$ cat config.mk
export PLATFORM = sky130hd
export DESIGN_NAME = lane_slice_transposer
export DESIGN_NICKNAME = d
export VERILOG_FILES = /design/src/rtl/lane_slice_transposer.sv
export SDC_FILE = /design/constraint.sdc
export NUM_CORES = 2
export LEC_CHECK = 0
export CORE_MARGIN = 2
export CORE_UTILIZATION = 23
export CTS_BUF_LIST = sky130_fd_sc_hd__clkbuf_8
export DETAILED_ROUTE_END_ITERATION = 7
export DONT_BUFFER_PORTS = 1
export PLACE_DENSITY = 0.37
export SKIP_CTS_REPAIR_TIMING = 1
export SYNTH_ARGS = -nofsm -noshare
export SYNTH_HDL_FRONTEND = slang
export SYNTH_SLANG_ARGS = --single-unit
$ cat constraint.sdc
create_clock -name clk -period 3.6 [get_ports clk]
set_clock_uncertainty 0.05 [all_clocks]
set_input_delay 0.54 -clock clk [delete_from_list [all_inputs] [get_ports clk]]
set_output_delay 0.54 -clock clk [all_outputs]
set_load 0.03 [all_outputs]
$ cat src/rtl/lane_slice_transposer.sv
// lane_slice_transposer
//   Collects a 25-lane matrix (one Count-bit lane per lane handshake, lanes
//   arriving in order 0..24). It then streams the matrix back out as Count
//   25-bit slices. Slice z carries bit z of every lane, and lane i lands on
//   bit i of the slice.
//
// Ports
//   clk              sole clock, rising edge
//   rst              asynchronous, active-low reset
//   laneIn           lane word; its lane index is implied by arrival order
//   laneValid/Ready  lane input handshake
//   sliceOut         current slice (forced to 0 while sliceValid=0)
//   sliceValid/Ready slice output handshake
//   busy             matrix partially loaded, being sent, or completing
//   done             one-cycle pulse after the last slice is accepted
//   dbg_state_o      FSM state (0=LOAD, 1=SEND, 2=DONE)
//   dbg_slice_cnt_o  index of the slice currently presented
//
// Handshake rule (both sides): a transfer happens on a rising edge where
// valid and ready are both 1. The producer holds its data stable while
// valid=1 and ready=0. Valid on an interface whose ready is 0 has no effect.
module lane_slice_transposer #(
  parameter  int Count = 64,
  localparam int CW    = (Count > 1) ? $clog2(Count) : 1
) (
  input  logic             clk,
  input  logic             rst,
  input  logic [Count-1:0] laneIn,
  input  logic             laneValid,
  output logic             laneReady,
  output logic [24:0]      sliceOut,
  output logic             sliceValid,
  input  logic             sliceReady,
  output logic             busy,
  output logic             done,
  output logic [1:0]       dbg_state_o,
  output logic [CW-1:0]    dbg_slice_cnt_o
);

  localparam int Lanes = 25;

  typedef enum logic [1:0] {
    LOAD = 2'd0,
    SEND = 2'd1,
    DONE = 2'd2
  } state_e;

  state_e           state_q;
  logic [4:0]       lane_cnt_q;
  logic [CW-1:0]    slice_cnt_q;
  logic [Count-1:0] lanes_q [Lanes];

  logic             lane_ready_q;
  logic             slice_valid_q;
  logic             busy_q;
  logic             done_q;

  logic [24:0]      slice_mux;

  // Outputs are decoded into flops together with the next state, so every
  // control output is a clean register.
  always_ff @(posedge clk or negedge rst) begin
    if (!rst) begin
      state_q       <= LOAD;
      lane_cnt_q    <= '0;
      slice_cnt_q   <= '0;
      lane_ready_q  <= 1'b1;
      slice_valid_q <= 1'b0;
      busy_q        <= 1'b0;
      done_q        <= 1'b0;
      for (int i = 0; i < Lanes; i++) lanes_q[i] <= '0;
    end else begin
      case (state_q)
        LOAD: begin
          if (laneValid) begin
            lanes_q[lane_cnt_q] <= laneIn;
            busy_q              <= 1'b1;
            if (lane_cnt_q == 5'd24) begin
              lane_cnt_q    <= '0;
              state_q       <= SEND;
              lane_ready_q  <= 1'b0;
              slice_valid_q <= 1'b1;
            end else begin
              lane_cnt_q <= lane_cnt_q + 5'd1;
            end
          end
        end
        SEND: begin
          // Without sliceReady, the counter (and therefore sliceOut) holds.
          if (sliceReady) begin
            if (slice_cnt_q == CW'(Count - 1)) begin
              slice_cnt_q   <= '0;
              state_q       <= DONE;
              slice_valid_q <= 1'b0;
              done_q        <= 1'b1;
            end else begin
              slice_cnt_q <= slice_cnt_q + CW'(1);
            end
          end
        end
        DONE: begin
          state_q      <= LOAD;
          done_q       <= 1'b0;
          lane_ready_q <= 1'b1;
          busy_q       <= 1'b0;
        end
        default: begin
          state_q       <= LOAD;
          lane_cnt_q    <= '0;
          slice_cnt_q   <= '0;
          lane_ready_q  <= 1'b1;
          slice_valid_q <= 1'b0;
          busy_q        <= 1'b0;
          done_q        <= 1'b0;
        end
      endcase
    end
  end

  // Transpose read: pick column slice_cnt_q out of every stored lane.
  always_comb begin
    slice_mux = '0;
    for (int i = 0; i < Lanes; i++) slice_mux[i] = lanes_q[i][slice_cnt_q];
  end

  assign sliceOut        = slice_valid_q ? slice_mux : 25'd0;
  assign laneReady       = lane_ready_q;
  assign sliceValid      = slice_valid_q;
  assign busy            = busy_q;
  assign done            = done_q;
  assign dbg_state_o     = state_q;
  assign dbg_slice_cnt_o = slice_cnt_q;

endmodule

==> run metrics <==
status finished, violations left; failing checks hold timing, setup timing; leak pwr a little over 40 nW; peak supply drop roughly 290 uV; Gate Count Post-Synth roughly 4800; via count around 44000; Synth Area per Inst approximately 15 um2; clock sink count between 1500 and 2000; TritonCTS Buffers 319; P&R area growth vs syn 23.9%; Iter 0 DRT Violations 2280; GRT Total Usage 0.153; yosys warns 0; first-pass GRT wire length about 360000 um; layout cell share with drive strength beyond 1 0.530; CP endpoint kind output pin; Skew-Pair Late Insertion Delay about 960 ps; final setup violation count between 150 and 200; CTS tree yes; Core Area between 300000 and 400000 um2; Rows a little over 200; Post-synth EDFFs 0; RSZ-0062 raised after global routing yes; design area roughly 91000 um2; vias in the first global route between 40000 and 50000; post-synthesis sequential area ratio 0.554; relative slew slack 0.162; number of distinct library cells after synthesis 45; Net Count, Synth slightly below 5000; Final min period approximately 4300 ps; Vias/cell approximately 4.6; initial antenna violation count 32; fin crit share 1.20; Max Slew Vio Count 0; largest net degree at the start of global routing roughly 240; ANT nets after route 0; max_cap viols 0; Starting Density 0.232; sequential cell area approximately 40000 um2; hold_ws -228 ps; setup TNS -26710 ps; Clock Tree Buf Depth 4; Post-Syn Area between 70000 and 80000 um2; Seq cells post-synth between 1500 and 2000; most frequent cells in the layout 1611 x dfrtp_1, 1602 x mux2_2, 416 x clkbuf_8; Cell Pwr Density 631 nW/um2; Hold WC Path Type in -> async; fmax around 230 MHz; fin util 0.287; kind of critical path reg -> out; area taken by multi-input logic gates approximately 31000 um2; Die Area 322000 um2; Placed Area roughly 80000 um2; actual slew at the worst max-slew pin 1260 ps; # port buffers 0; root buffer cell clkbuf_8; Post-route DRC 0; WL/cell between 20 and 30 um; ys async rst share 1.00; DP HPWL ~150000 um; GP Congestion 0.698; H-tree level count 5; grt ovf 0; die span in x between 500 and 600 um; commonest non-fill, non-tap cell in the layout dfrtp_1; top_reg_cell synth dfrtp_1; num ports 105; critical path required time about 3000 ps; Tot Pwr between 50 and 60 mW; Crit Path Max Fanout 18; FILL cells roughly 32000; Startpoint Class flip-flop; nets about 5300; Final Hold Fails 133; Worst EP arrival about 3700 ps; Worst-path clk slew about 60 ps; Die H ~570 um; setup slack after layout -702 ps; Pre-antenna DRT Iters 5; total wire length ~250000 um
-- per-layer routing --
layer / global-route usage / vias to the layer above / wire, um
met5: 0 / - / 30
met4: 0.0358 / 6 / 4870
met3: 0.0292 / 342 / 10400
li1: - / 18786 / -
met1: 0.215 / 24113 / 121000
met2: 0.242 / 822 / 116000
-- per-stage QoR --
stage	worst slack (ps)	cells
2_1_floorplan	697	4782
3_3_place_gp	-377	8792
3_5_place_dp	-10.1	8793
4_1_cts	-1130	9337
5_1_grt	-811	9592
6_report	-702	9597
-- worst max-delay path, cell delays in order, from the launching register on --
cell,delay [ps]
dfrtp_4,450
buf_12,220
buf_16,230
buf_12,220
mux4_2,510
a22oi_1,280
nand2_2,200
a22o_1,350
buf_12,180
-- final timing paths --
| path | cells after the start | end | slack [ps] | from |
|---|---|---|---|---|
| setup / recovery | 8 | sliceOut[6] | -700 | dbg_slice_cnt_o[0] |
| hold / removal | 3 | lanes_q[967] | -230 | rst |
| setup reg to reg | 8 | lanes_q[748] | 90 | dbg_state_o[0] |
| hold reg to reg | 1 | lanes_q[1352] | 450 | lanes_q[1352] |
| max in group asynchronous | 8 | lanes_q[1469] | -140 | rst |
| min in group clk | 4 | lanes_q[10] | 140 | laneValid |
-- cells in the mapped netlist (3+ instances only) --
| cell type | count | area share |
|---|---|---|
| a22oi_1 | 48 | 0.0049 |
| o22ai_1 | 49 | 0.0042 |
| mux2i_1 | 275 | 0.038 |
| nand3_1 | 10 | 0.00068 |
| o21ai_0 | 57 | 0.0039 |
| buf_1 | 12 | 0.00062 |
| buf_2 | 210 | 0.014 |
| ha_1 | 8 | 0.0014 |
| nor2_1 | 14 | 0.00072 |
| nand2_1 | 55 | 0.0028 |
| a22o_1 | 25 | 0.0030 |
| mux4_2 | 275 | 0.085 |
| buf_6 | 5 | 0.00077 |
| buf_4 | 23 | 0.0024 |
| a21oi_1 | 103 | 0.0071 |
| and3_1 | 7 | 0.00060 |
| o221ai_1 | 49 | 0.0059 |
| nor2b_1 | 4 | 0.00034 |
| a211oi_1 | 49 | 0.0050 |
| dfrtp_1 | 1616 | 0.55 |
| inv_1 | 7 | 0.00036 |
| xor2_1 | 3 | 0.00036 |
| clkbuf_1 | 209 | 0.011 |
| mux2_2 | 1602 | 0.25 |
| nand3b_1 | 6 | 0.00062 |
| a221oi_1 | 24 | 0.0029 |
| nor2_2 | 9 | 0.00077 |
| nor3b_1 | 4 | 0.00041 |
-- sequential cells by signal, summed over array words and instances (netlist names) --
| register | count |
|---|---|
| lanes_q | 1600 |
| dbg_slice_cnt_o | 6 |
| lane_cnt_q | 5 |
| dbg_state_o | 2 |
| busy | 1 |
| done | 1 |
| laneReady | 1 |
| sliceValid | 1 |
-- logic make-up (layout without fill, tap and decap cells) --
| group | after synthesis | in the layout | share of synthesized area |
|---|---|---|---|
| and+or+nand+nor | 119 | 119 | 0.00784 |
| xor gates and xnor gates | 3 | 3 | 0.000360 |
| adders and majority gates | 8 | 8 | 0.00137 |
| DFF | 1617 | 1617 | 0.554 |
| other | 0 | 15 | 0 |
| muxes | 2152 | 2152 | 0.369 |
| buffers and inverters | 466 | 1106 | 0.0292 |
| AOI/OAI and AO/OA | 417 | 417 | 0.0383 |
-- cell type report --
cell class              instances  share of cell area
diodes                         15            0.000415
clock buffers                 416              0.0632
clock inverters               128             0.00705
inverters                       7            0.000290
multi-input cells            2699               0.343
flip-flops and latches       1617               0.447
well taps                    4160              0.0575
repair buffers                555              0.0817
-- power by group --
group	switching, mW	leakage [nW]	internal [mW]
sequential	2.37	21.7	23.1
combinational	5.24	15.5	7.57
clock	8.39	3.63	10.4
total	16.0	40.9	41.1
(Power assumes the default switching activity.)
